<file path="src/rtl/sram_like_arbiter_pkg.sv">
// Shared encodings for the fetch/MEM sram-like port arbiter.
// States, owner codes and access-size codes.
package sram_like_arbiter_pkg;

  typedef enum logic [1:0] {
    ARB_IDLE = 2'd0,
    ARB_REQ  = 2'd1,
    ARB_WAIT = 2'd2
  } arb_state_t;

  typedef enum logic {
    OWN_INST = 1'b0,
    OWN_DATA = 1'b1
  } arb_owner_t;

  localparam logic [1:0] SZ_BYTE = 2'd0;
  localparam logic [1:0] SZ_HALF = 2'd1;
  localparam logic [1:0] SZ_WORD = 2'd2;

endpackage

</file>
<file path="src/rtl/sram_like_arbiter.sv">
// Shares one sram-like slave port between fetch and MEM stage.
// Data has fixed priority; a flush drops an in-flight fetch response.
module sram_like_arbiter
  import sram_like_arbiter_pkg::*;
(
  input  logic        clk,
  input  logic        resetn,
  input  logic        flush,
  input  logic        inst_req,
  input  logic [31:0] inst_addr,
  output logic        inst_addr_ok,
  output logic        inst_data_ok,
  output logic [31:0] inst_rdata,
  input  logic        data_req,
  input  logic        data_wr,
  input  logic [1:0]  data_size,
  input  logic [31:0] data_addr,
  input  logic [31:0] data_wdata,
  output logic        data_addr_ok,
  output logic        data_data_ok,
  output logic [31:0] data_rdata,
  output logic        mem_req,
  output logic        mem_wr,
  output logic [1:0]  mem_size,
  output logic [31:0] mem_addr,
  output logic [31:0] mem_wdata,
  input  logic        mem_addr_ok,
  input  logic        mem_data_ok,
  input  logic [31:0] mem_rdata
);

  arb_state_t state, state_nx;
  arb_owner_t owner, owner_nx;
  logic       cancel, cancel_nx;
  arb_owner_t sel;
  logic       granted;
  logic       rsp;

  always_ff @(posedge clk or negedge resetn) begin
    if (!resetn) begin
      state  <= ARB_IDLE;
      owner  <= OWN_INST;
      cancel <= 1'b0;
    end else begin
      state  <= state_nx;
      owner  <= owner_nx;
      cancel <= cancel_nx;
    end
  end

  always_comb begin
    granted   = 1'b0;
    sel       = owner;
    state_nx  = state;
    owner_nx  = owner;
    cancel_nx = cancel;
    rsp       = 1'b0;
    unique case (state)
      ARB_IDLE: begin
        granted  = data_req | inst_req;
        sel      = data_req ? OWN_DATA : OWN_INST;
        if (granted) begin
          owner_nx = sel;
          state_nx = mem_addr_ok ? ARB_WAIT : ARB_REQ;
          // a flush racing the fetch accept must still drop its response
          if (mem_addr_ok && flush && sel == OWN_INST)
            cancel_nx = 1'b1;
        end
      end
      ARB_REQ: begin
        granted = 1'b1;
        if (mem_addr_ok)
          state_nx = ARB_WAIT;
        if (flush && owner == OWN_INST)
          cancel_nx = 1'b1;
      end
      ARB_WAIT: begin
        rsp = mem_data_ok;
        if (flush && owner == OWN_INST)
          cancel_nx = 1'b1;
        if (mem_data_ok) begin
          state_nx  = ARB_IDLE;
          cancel_nx = 1'b0;
        end
      end
      default: begin
        state_nx  = ARB_IDLE;
        cancel_nx = 1'b0;
      end
    endcase
  end

  always_comb begin
    mem_req   = granted;
    mem_wr    = 1'b0;
    mem_size  = 2'd0;
    mem_addr  = 32'd0;
    mem_wdata = 32'd0;
    if (granted) begin
      if (sel == OWN_DATA) begin
        mem_wr    = data_wr;
        mem_size  = data_size;
        mem_addr  = data_addr;
        mem_wdata = data_wdata;
      end else begin
        mem_size  = SZ_WORD;
        mem_addr  = inst_addr;
      end
    end
  end

  assign inst_addr_ok = granted & (sel == OWN_INST) & mem_addr_ok;
  assign data_addr_ok = granted & (sel == OWN_DATA) & mem_addr_ok;

  assign inst_data_ok = rsp & (owner == OWN_INST) & ~cancel & ~flush;
  assign data_data_ok = rsp & (owner == OWN_DATA);

  assign inst_rdata = mem_rdata;
  assign data_rdata = mem_rdata;

endmodule

</file>
<file path="config.mk">
export PLATFORM = sky130hd
export DESIGN_NAME = sram_like_arbiter
export DESIGN_NICKNAME = d
export VERILOG_FILES = /design/src/rtl/sram_like_arbiter_pkg.sv /design/src/rtl/sram_like_arbiter.sv
export SDC_FILE = /design/constraint.sdc
export NUM_CORES = 1
export LEC_CHECK = 0
export ABC_CLOCK_PERIOD_IN_PS = 3040
export CAP_MARGIN = 0
export CORE_AREA = 2 2 106 108
export CTS_BUF_LIST = sky130_fd_sc_hd__clkbuf_4 sky130_fd_sc_hd__clkbuf_8 sky130_fd_sc_hd__clkbuf_16
export CTS_CLUSTER_DIAMETER = 150
export DETAILED_ROUTE_END_ITERATION = 7
export DIE_AREA = 0 0 108 110
export SYNTH_ARGS = -nofsm -noshare
export SYNTH_HDL_FRONTEND = slang
export SYNTH_SLANG_ARGS = --single-unit
</file>
<file path="constraint.sdc">
create_clock -name clk -period 3.04 [get_ports clk]
set_clock_uncertainty 0.05 [all_clocks]
set_input_delay 0.912 -clock clk [delete_from_list [all_inputs] [get_ports clk]]
set_output_delay 0.912 -clock clk [all_outputs]
set_load 0.1 [all_outputs]
</file>
# Yosys cells after proc, flatten, opt, wreduce, memory -nomap -nowiden
# Index checks and enable logic that the tools add are counted.
[totals]
register_bits = 4
out_inout_bits = 136
[op_classes]
eq_ne = 6
mux = 22
bitwise = 14
reduce_logical = 7
[ops]
columns = ["operator", "count"]
rows = [
  ["$mux W32", 4],
  ["$mux W2", 6],
  ["$mux W1", 9],
  ["$and A1 B1 Y1", 8],
  ["$ne A2 B2 Y1 const B", 4],
  ["$pmux W2 S3", 1],
  ["$not A1 Y1", 5],
  ["$reduce_and A2 Y1", 2],
  ["$logic_and A1 B1 Y1", 3],
  ["$pmux W1 S3", 1],
  ["$reduce_and A3 Y1", 1],
  ["$eq A2 B1 Y1 const B", 1],
  ["$eq A2 B2 Y1 const B", 1],
  ["$logic_not A2 Y1", 1],
  ["$pmux W1 S2", 1],
  ["$or A1 B1 Y1", 1],
]

# Logic depth before layout (Yosys ltp)
[depth]
word_depth = 6
depth_mapped = 5

# Least setup slack after synthesis
# Ideal clock, no wire load.
[synth_timing]
kind = "input-to-output"
startpoint = "in flush"
endpoint = "out inst_data_ok"
arrival_time_ns = 3.871
required_time_ns = 2.078
path_slack_ns = -1.793
cell_stages = 1
n_path_buf = 0
path_cell_list = "nor4_1"
[synth_via]
elab_chain_len = 2
[synth_lines]
columns = ["element", "line", "source"]
rows = [
  ["from (decl)", "sram_like_arbiter.sv:8", "input logic flush,"],
  ["$not A1 Y1", "sram_like_arbiter.sv:115", "assign inst_data_ok = rsp & (owner == OWN_INST) & ~cancel & ~flush;"],
  ["$and A1 B1 Y1", "sram_like_arbiter.sv:115", ""],
  ["to (decl)", "sram_like_arbiter.sv:12", "output logic inst_data_ok,"],
]
# No other way between the ends.

# Final worst setup path
[layout_timing]
startpoint = "in mem_data_ok"
endpoint = "out inst_data_ok"
[layout_via]
elab_chain_len = 4
[layout_lines]
columns = ["element", "line", "source"]
rows = [
  ["from (decl)", "sram_like_arbiter.sv:28", "input logic mem_data_ok,"],
  ["$mux W1", "sram_like_arbiter.sv:58", "unique case (state)"],
  ["$and A1 B1 Y1 (3 in series)", "sram_like_arbiter.sv:115", ""],
]
# No other way between the ends.

==> flow_summary.yaml <==
run_status:
  status: "complete, no violations"
clock_tree:
  clkTransAtPathRegs_ns: 0.03
  cts_buffer_depth: 2
  cts_hold_buf: 0
  cts_setup_buffers: 0
  cts_sinks: 4
  numCtsBuffers: 3
  cts_tree: "yes"
  clk_latency_ns: 0.22
  cts-root-buf: "clkbuf_8"
  h-tree-depth: 1
global_route:
  grt-ovfl-total: 0
  grt_max_degree: 37
  grt_pass1_vias: 1727
  grt_pass1_wl_um: 9670
  antenna_found_initial: 0
  grt_util_all_layers_pct: 10.6
timing:
  rsz0062_at_grt: "no"
  fin_crit_sh_pct: 98.1
  hold_viol_final: 0
  max_freq_ghz: 0.335
  finalSetupViolCount: 0
  slew_headroom_pct: 77.5
  tns_ns: 0
  worst_pin_slew_ns: 0.337
  slew_viol_final: 0
  min_period_ns: 2.98
power:
  p_int_uw: 1020
  power_frac_comb_pct: 91.8
  p_switching_uw: 1430
  cellPowerDensity_nw_per_um2: 653
  pwr-share-seq_pct: 3.7
  switching_share_pct: 58.4
  leakagePower_uw: 0.00153
  vdd.ir_drop.worst_mv: 0.364
  p_clk_share_pct: 4.6
setup_path:
  r2r_cells: 5
  crit_path_end_kind: "primary output"
  required_ns: 2.08
  cp-endpoint: "inst_data_ok"
  reg2reg_from: "state[0]$_DFFE_PN0P_"
  worstPathArrival_ns: 2.02
  worst_setup_path_startpoint: "mem_data_ok"
  r2r_slack_ns: 1.71
  crit_fanout: 2
  crit_type: "input port to primary output"
  start_kind: "input port"
  worstReg2RegEnd: "state[1]$_DFFE_PN0P_"
synthesis:
  ys_ff_latch: 4
  syn_area_um2: 1310
  synth_ff_type: "dfrtp_1"
  ys_warn_count: 0
  yosys.area.top_type_share_pct: 37.2
  syn_area_per_cell_um2: 7.72
  synth_top_area_cell: "buf_4"
  synth_edf_count: 0
  synth_nets: 308
  synthArstFlopShare_pct: 100
  postSynthCellCount: 170
  ys_seq_area_share_pct: 7.63
  ys_top_cells_by_area: "buf_4, a22o_1, and2_1, dfrtp_1, buf_6"
  synth.distinct_cells: 21
layout:
  stdcell_area_um2: 3760
  n_antenna_cell: 0
  fin_util_pct: 35.1
  syn_to_final_growth_pct: 186
  nets: 424
  drive_above_1_share_pct: 54.6
  fillers: 1058
place:
  place_area_um2: 3600
  hpwlAfterDp_um: 5740
  place.gp.congestion: 0.784
  io_buffers: 177
route:
  routed_wl_um: 6890
  avgRoutedWirePerCell_um: 16.3
  drtPass1Iterations: 4
  via_count: 1601
  vias_per_cell: 3.78
  drt_iter0_markers: 65
  drtAntennaViolNets: 0
  route.detailed.drc: 0
floorplanning:
  die_h_um: 110
  die_width_um: 108
  rows: 38
  core_area_um2: 10700
  initial_core_util_pct: 12.3
  dieArea_um2: 11900
  io-pin-count: 274
min_path:
  hold_start: "cancel$_DFFE_PN0P_"
  hold_path_class: "register to register"
flow_run:
  max-cap-violations: 0
routing by layer:
layer  part of all wire [%]  wire length (µm)  track usage (%)
met1                     38              2590             12.7
met2                     49              3410             17.7
met3                     11               756             3.64
met4                    2.0               140             3.57
met5                      0                 0                0
repair_timing:
action                     in CTS  in global routing
cloned                          2                  1
resized for setup              15                  7
pin swaps                       2                  2
setup endpoints to repair      70                 21
hold endpoints to repair        0                  0
critical path, cell delays in order:
cell	delay [ns]
clkdlybuf4s50_1	0.49
nand3b_1	0.16
nor4_4	0.24
buf_12	0.22
worst min path at each step:
stage | endpoint | slack [ns] | depth (start not counted)
after floorplan | cancel$_DFFE_PN0P_ | 0.50 | 2
after global placement | cancel$_DFFE_PN0P_ | 0.52 | 2
after detailed placement | cancel$_DFFE_PN0P_ | 0.53 | 2
after CTS | cancel$_DFFE_PN0P_ | 0.54 | 2
after global routing | cancel$_DFFE_PN0P_ | 0.57 | 2
final | cancel$_DFFE_PN0P_ | 0.54 | 2
cells in the mapped netlist (all sizes together), types with 2 or more instances:
cell type and count:
dfrtp 4, nand2 2, buf 75, inv 2, and2 36, a21o 2, nor3 2, nor2b 2
nor2 4, a22o 33
area by class of cell:
type / instances / area (µm²) / area share (%)
inverters: 2 / 7.51 / 0.200
flip-flops and latches: 4 / 100 / 2.66
repair buffers: 186 / 2640 / 70.1
clock buffers: 3 / 41.3 / 1.10
multi-input cells: 89 / 801 / 21.3
well taps: 140 / 175 / 4.66
state kept, by name, summed over array words and instances (netlist names):
register	count
cancel	1
owner	1
state	2
cells by family (layout without fill, tap and decap cells):
group                  count (synthesis)  in the layout  synth area share [%]
flip-flops                             4              4                  7.63
AO/OA/AOI/OAI                         38             38                  24.8
AND/OR/NAND/NOR                       50             50                  23.4
buffers and inverters                 77            191                  43.5
multiplexers                           1              1                 0.763
placed cells by master (no fill, tap or decap), drive strengths merged:
cell type | synthesis | layout
o22ai | 1 | 1
nand3b | 1 | 1
nor3b | 1 | 1
a22o | 33 | 33
and4b | 1 | 1
nor4 | 1 | 1
mux2i | 1 | 1
nand2 | 2 | 2
a21o | 2 | 2
nor2b | 2 | 2
inv | 2 | 2
nor3 | 2 | 2
clkbuf | 0 | 4
buf | 75 | 82
clkdlybuf4s50 | 0 | 103
dfrtp | 4 | 4
a32o | 1 | 1
nor2 | 4 | 4
o21ai | 1 | 1
and2 | 36 | 36
metrics by stage:
stage                     total power [µW]  setup slack [ns]  std cells  hold WS (ns)
after floorplan                       1820            0.0321        170         0.500
after global placement                2280            -0.342        418         0.517
after detailed placement              2300            -0.385        418         0.532
after CTS                             2460            0.0109        423         0.539
after global routing                  2530           0.00564        424         0.573
final                                 2450            0.0580        424         0.539
power groups by stage:
stage               Clock [µW]  Combinational [µW]  Sequential, µW
detailed placement           0                2210            89.4
global route               122                2320            92.5
finish                     112                2250            90.4
global placement             0                2190            88.9
CTS                        115                2250            89.9
floorplan                    0                1730            85.1
(Power assumes the default switching activity.)
